===== src/rtl/seg_scan_display.sv =====
// Multiplexed seven-segment scanner: slot prescaler, hex decode, per-digit enable/dot/blink,
// leading-zero blanking, PWM brightness and frame-synchronous shadow loading.
module seg_scan_display #(
  parameter int DIGITS       = 8,
  parameter int SCAN_DIV     = 5000,
  parameter int BLINK_FRAMES = 50,
  parameter int BRIGHT_W     = 3
) (
  input  logic                  clock,
  input  logic                  rst,
  input  logic [4*DIGITS-1:0]   digit_val,
  input  logic [DIGITS-1:0]     dot,
  input  logic [DIGITS-1:0]     digit_en,
  input  logic [DIGITS-1:0]     blink,
  input  logic                  lz_blank,
  input  logic [BRIGHT_W-1:0]   bright,
  input  logic                  load,
  output logic                  pending,
  output logic                  frame_start,
  output logic [7:0]            HEX,
  output logic [DIGITS-1:0]     AN
);

  localparam int PW  = $clog2(SCAN_DIV);
  localparam int SW  = $clog2(DIGITS);
  localparam int FW  = (BLINK_FRAMES > 1) ? $clog2(BLINK_FRAMES) : 1;
  localparam int OTW = BRIGHT_W + 1 + $clog2(SCAN_DIV + 1);

  localparam logic [PW-1:0] P_LAST = PW'(SCAN_DIV - 1);
  localparam logic [SW-1:0] S_LAST = SW'(DIGITS - 1);
  localparam logic [FW-1:0] F_LAST = FW'(BLINK_FRAMES - 1);

  logic [PW-1:0] p;
  logic [SW-1:0] s;
  logic [FW-1:0] fc;
  logic          bp;

  logic [DIGITS-1:0][3:0] sh_val;
  logic [DIGITS-1:0]      sh_dot;
  logic [DIGITS-1:0]      sh_en;
  logic [DIGITS-1:0]      sh_blink;

  logic              slot_end;
  logic              boundary;
  logic [DIGITS-1:0] zero_run;
  logic              lz_hit;
  logic [OTW-1:0]    on_full;
  logic [OTW-1:0]    on_time;
  logic              visible;
  logic [3:0]        cur_val;
  logic [DIGITS-1:0] an_next;
  logic [7:0]        hex_next;

  function automatic logic [6:0] seg_decode(input logic [3:0] v);
    case (v)
      4'h0:    seg_decode = 7'b1000000;
      4'h1:    seg_decode = 7'b1111001;
      4'h2:    seg_decode = 7'b0100100;
      4'h3:    seg_decode = 7'b0110000;
      4'h4:    seg_decode = 7'b0011001;
      4'h5:    seg_decode = 7'b0010010;
      4'h6:    seg_decode = 7'b0000010;
      4'h7:    seg_decode = 7'b1111000;
      4'h8:    seg_decode = 7'b0000000;
      4'h9:    seg_decode = 7'b0010000;
      4'hA:    seg_decode = 7'b0001000;
      4'hB:    seg_decode = 7'b0000011;
      4'hC:    seg_decode = 7'b1000110;
      4'hD:    seg_decode = 7'b0100001;
      4'hE:    seg_decode = 7'b0000110;
      default: seg_decode = 7'b0001110;
    endcase
  endfunction

  assign slot_end = (p == P_LAST);
  assign boundary = slot_end && (s == S_LAST);

  always_ff @(posedge clock or negedge rst) begin
    if (!rst) begin
      p  <= '0;
      s  <= '0;
      fc <= '0;
      bp <= 1'b0;
    end else begin
      if (slot_end) begin
        p <= '0;
        s <= (s == S_LAST) ? '0 : s + SW'(1);
      end else begin
        p <= p + PW'(1);
      end
      if (boundary) begin
        if (fc == F_LAST) begin
          fc <= '0;
          bp <= ~bp;
        end else begin
          fc <= fc + FW'(1);
        end
      end
    end
  end

  // A load on the boundary edge itself is taken directly, so pending never rises for it.
  always_ff @(posedge clock or negedge rst) begin
    if (!rst) begin
      pending     <= 1'b0;
      frame_start <= 1'b0;
      sh_val      <= '0;
      sh_dot      <= '0;
      sh_en       <= '0;
      sh_blink    <= '0;
    end else begin
      frame_start <= boundary;
      if (boundary) begin
        pending <= 1'b0;
        if (pending || load) begin
          sh_val   <= digit_val;
          sh_dot   <= dot;
          sh_en    <= digit_en;
          sh_blink <= blink;
        end
      end else if (load) begin
        pending <= 1'b1;
      end
    end
  end

  // zero_run[i]: shadow nibbles i..DIGITS-1 are all zero.
  always_comb begin
    logic acc;
    acc      = 1'b1;
    zero_run = '0;
    for (int i = DIGITS - 1; i >= 0; i--) begin
      acc         = acc & (sh_val[i] == 4'h0);
      zero_run[i] = acc;
    end
  end

  assign on_full = (OTW'(bright) + OTW'(1)) * OTW'(SCAN_DIV);
  assign on_time = on_full >> BRIGHT_W;

  assign cur_val = sh_val[s];
  assign lz_hit  = lz_blank && (s != '0) && zero_run[s];
  assign visible = sh_en[s] && !lz_hit && !(sh_blink[s] && bp) && (OTW'(p) < on_time);

  always_comb begin
    an_next  = '1;
    hex_next = 8'hFF;
    if (visible) begin
      an_next[s] = 1'b0;
      hex_next   = {~sh_dot[s], seg_decode(cur_val)};
    end
  end

  always_ff @(posedge clock or negedge rst) begin
    if (!rst) begin
      AN  <= '1;
      HEX <= 8'hFF;
    end else begin
      AN  <= an_next;
      HEX <= hex_next;
    end
  end

endmodule


===== config.mk =====
export PLATFORM = sky130hd
export DESIGN_NAME = seg_scan_display
export DESIGN_NICKNAME = d
export VERILOG_FILES = /design/src/rtl/seg_scan_display.sv
export SDC_FILE = /design/constraint.sdc
export NUM_CORES = 1
export LEC_CHECK = 0
export ABC_AREA = 1
export CAP_MARGIN = 20
export CORE_MARGIN = 2
export CORE_UTILIZATION = 40
export DETAILED_ROUTE_END_ITERATION = 10
export GPL_TIMING_DRIVEN = 0
export PLACE_DENSITY = 0.68
export SLEW_MARGIN = 30
export SYNTH_ARGS = -nofsm -noshare
export SYNTH_HDL_FRONTEND = slang
export SYNTH_SLANG_ARGS = --single-unit

===== constraint.sdc =====
create_clock -name clock -period 5.05 [get_ports clock]
set_input_delay 0.7575 -clock clock [delete_from_list [all_inputs] [get_ports clock]]
set_output_delay 0.7575 -clock clock [all_outputs]
set_load 0.05 [all_outputs]

==> metrics.txt, run 1 <==
outcome=completed; Worst setup EP type=register; Overflow after GRT=0; FILL cells=1,417; Area Overhead vs Synth=24.8%; Sequential Power Share=45.1%; Finish-stage setup viols=0; maximum VDD drop=153 uV; worst path arrival time=about 5000 ps; dpl cells=1,016; die extent in x=123 um; logic gate share of total power=9.8%; Post-CTS Setup Bufs=0; largest area contributor in the netlist=dfrtp_1; vias per cell=roughly 4.9; Ant. Diodes=0; CTS buffer count=9; Worst Path Max Fanout=10; final hold vios=0; HP Class=primary input to asynchronous set/reset pin; Final Non-Filler Cells=1,032; Core ar.=13,900 um^2; sum of routed wire length over all layers=about 13 mm; delay-heaviest family, CP=adder cells; internal power=roughly 1300 uW; Netlist cell types=35; Clock Skews=4.47 ps; PwrDens=242 nW/um^2; # rows=43; final core utilization=51.3%; CP Cell Sequence=clkdlybuf4s50_1, ha_1, xnor2_2, ha_1, inv_1, ha_1, or2_2, ha_1, ha_1, nand2_1, nand2_1, a31oi_1, xor2_1, ha_1, a21oi_1, o21ai_0, nand4_1, nand3_1, nor2_2, buf_4, nand3b_1; drt pass-1 iters=5; Hold-fix buffers, CTS=0; sequential fraction of the synthesis area=42.9%; Slew Limit Fails=0; Slew @ Worst Pin=between 600 and 700 ps; Yosys reg bits=97; Worst slew margin=56.5%; leakage dissipation=approximately 0.0037 uW; Clock Power Share=45.1%; Fmax=0.211 GHz; routed len/inst=between 10 and 15 um; Reg area=between 2000 and 2500 um^2; post-CTS sizing=0; Yosys top cell area share=35.6%; first-pass GRT wire length=23.0 mm; CP max-delay cell=clkdlybuf4s50_1; clock latency on the worst-skew pair=350 ps; clock slew at reported path FFs=70 ps; Worst setup SP type=primary input; Global Route Usage Sum=19.3%; switching share of power=around 22%; Clock Sink Count=97; H-tree lvl count=3; Worst Path Required=between 5000 and 6000 ps; worst stage delay on the critical path=510 ps; Max Buffers Root-to-Sink=2; multi-input logic area=2880 um^2; unrepaired setup endpoints after global routing=no; # Max-Cap Violations=0; worst setup path class=primary input to register; DIE AREA=15,200 um^2; global placer's final weighted congestion=around 0.84; synth top area cells=dfrtp_1 (36%), nand2_1 (19%), ha_1 (8.1%); IO Port Bufs=80; most frequent cells in the layout=nand2_1 (283), nand3_1 (86), dfrtp_1 (81); Post-DP HPWL=between 10 and 15 mm; Synth Instances=between 700 and 800; syn nets=856; Vias=5,088; initial DRC count=between 300 and 400; Final #Nets=around 950; period utilization=93.7%; critical path's most frequent cell=ha_1; largest net degree at the start of global routing=53; vias in the first global route=about 4,700; layout cell share with drive strength beyond 1=9.39%; post-route ant nets=0; area of the mapped netlist=5700 um^2; most common cell after layout, fill and taps aside=nand2_1; initial antenna violation count=0; starting density of the core=41.1%; Yosys warning count=0; CTS tree=built; Root Buffer=clkbuf_16; Syn Area/Cell=7.55 um^2; buffer and inverter count on the worst path=3; I/O pin count=81; Final Critical Period=4730 ps; drt drc=0; Die Y-Extent=roughly 120 um; NetSw=385 uW
==> area by class of cell <==
class / instances / area share, %
buffer: 33 / 2.80
clock buffer: 12 / 4.22
clock inverter: 4 / 0.739
inverter: 48 / 2.55
multi-input combinational: 577 / 40.5
sequential: 97 / 34.4
tap: 180 / 3.17
timing repair buffer: 81 / 11.7
==> cells by family (layout without fill, tap and decap cells) <==
group | count (synthesis) | count (layout) | synth area share [%]
AND/OR/NAND/NOR | 471 | 471 | 34.6
flip-flops | 97 | 97 | 42.9
buffers and inverters | 81 | 178 | 6.67
AO/OA/AOI/OAI | 56 | 56 | 5.49
adder cells (fa/ha/maj) | 38 | 38 | 8.47
XOR/XNOR | 12 | 12 | 1.84
==> cells in the mapped netlist <==
library cell	n
o21a_1	1
xnor2_1	4
or2_2	6
a21oi_1	18
nor3_1	5
a21oi_4	1
nor3_4	1
o21ai_1	8
dfstp_2	16
buf_6	5
fa_1	1
o21ai_0	19
inv_2	7
o21bai_1	1
buf_1	1
buf_2	15
o31ai_1	3
dfrtp_1	81
nand2_1	283
ha_1	37
xor2_1	8
inv_1	40
nor2_1	69
a31oi_1	2
buf_4	5
nand3b_1	8
nand4_1	9
nand2_2	3
nor2_2	1
clkinv_2	1
clkbuf_1	7
a21o_1	1
nand3_1	86
o211ai_1	1
o22ai_1	1
==> stage by stage <==
stage	hold slack (ps)	instance area [um^2]	setup TNS, ps	power [uW]	worst slack (ps)
floorplan	442	5700	0	870	947
global placement	456	6730	-28870	954	-357
detailed placement	460	6760	-720	960	-99.5
CTS	331	7110	0	1740	238
global route	346	7120	0	1800	29.8
finish	316	7120	0	1720	320
==> power by group through the flow <==
stage / clock network [uW] / logic (uW) / registers [uW]
6_report: 777 / 168 / 777
5_1_grt: 829 / 194 / 777
3_5_place_dp: 0 / 168 / 792
4_1_cts: 788 / 170 / 777
2_1_floorplan: 0 / 78.7 / 792
3_3_place_gp: 0 / 162 / 792
==> worst register-to-register path, stage by stage (launching register included) <==
cell and delay (ps):
dfrtp_1 440, inv_2 160, buf_2 260, buf_4 230
nand2_1 60, nand2_1 60, nand2_1 50, nand2_1 60
nand2_1 50, nand2_1 200, inv_1 120, ha_1 250
nand3_1 130, nand2_1 70, nand2_1 50, nand2_1 40
nand3b_1 150
==> layer usage <==
| metal | track usage, % | vias up | part of all wire, % |
|---|---|---|---|
| met3 | 2.35 | 16 | 4.6 |
| met2 | 30.1 | 132 | 45 |
| met1 | 28.0 | 2338 | 49 |
| li1 | - | 2602 | - |
| met5 | 0 | - | 0 |
| met4 | 6.46 | 0 | 1.6 |
==> flip-flops by register name, summed over array words and instances, names as in the netlist <==
register,count
sh_val,32
s,3
sh_dot,8
bp,1
HEX,8
frame_start,1
sh_en,8
AN,8
fc,6
p,13
pending,1
sh_blink,8
==> path summary, 6_finish.rpt <==
kind | depth (start not counted) | startpoint | to | slack (ps)
min in group clock | 2 | sh_en[7] | sh_en[7] | 470
worst max register to register | 16 | s[0] | HEX[0] | 2610
worst min register to register | 2 | sh_en[7] | sh_en[7] | 470
max in group asynchronous | 2 | rst | p[0] | 4150
worst min-delay path | 1 | rst | sh_val[17] | 320
worst max-delay path | 21 | bright[0] | AN[6] | 320
Note: power is estimated with default switching activity, not from simulation.
==> inputs of run 2 (changes only) <==
Settings changed: SLEW_MARGIN 30 to 15.
==> results of run 2 <==
The final DEF is identical to that of run 1; final timing and power are the same.
==> inputs of run 3 (changes only) <==
Settings changed: CTS_CLUSTER_DIAMETER set to 80.
==> results of run 3 <==
The final DEF is identical to that of run 1; final timing and power are the same.
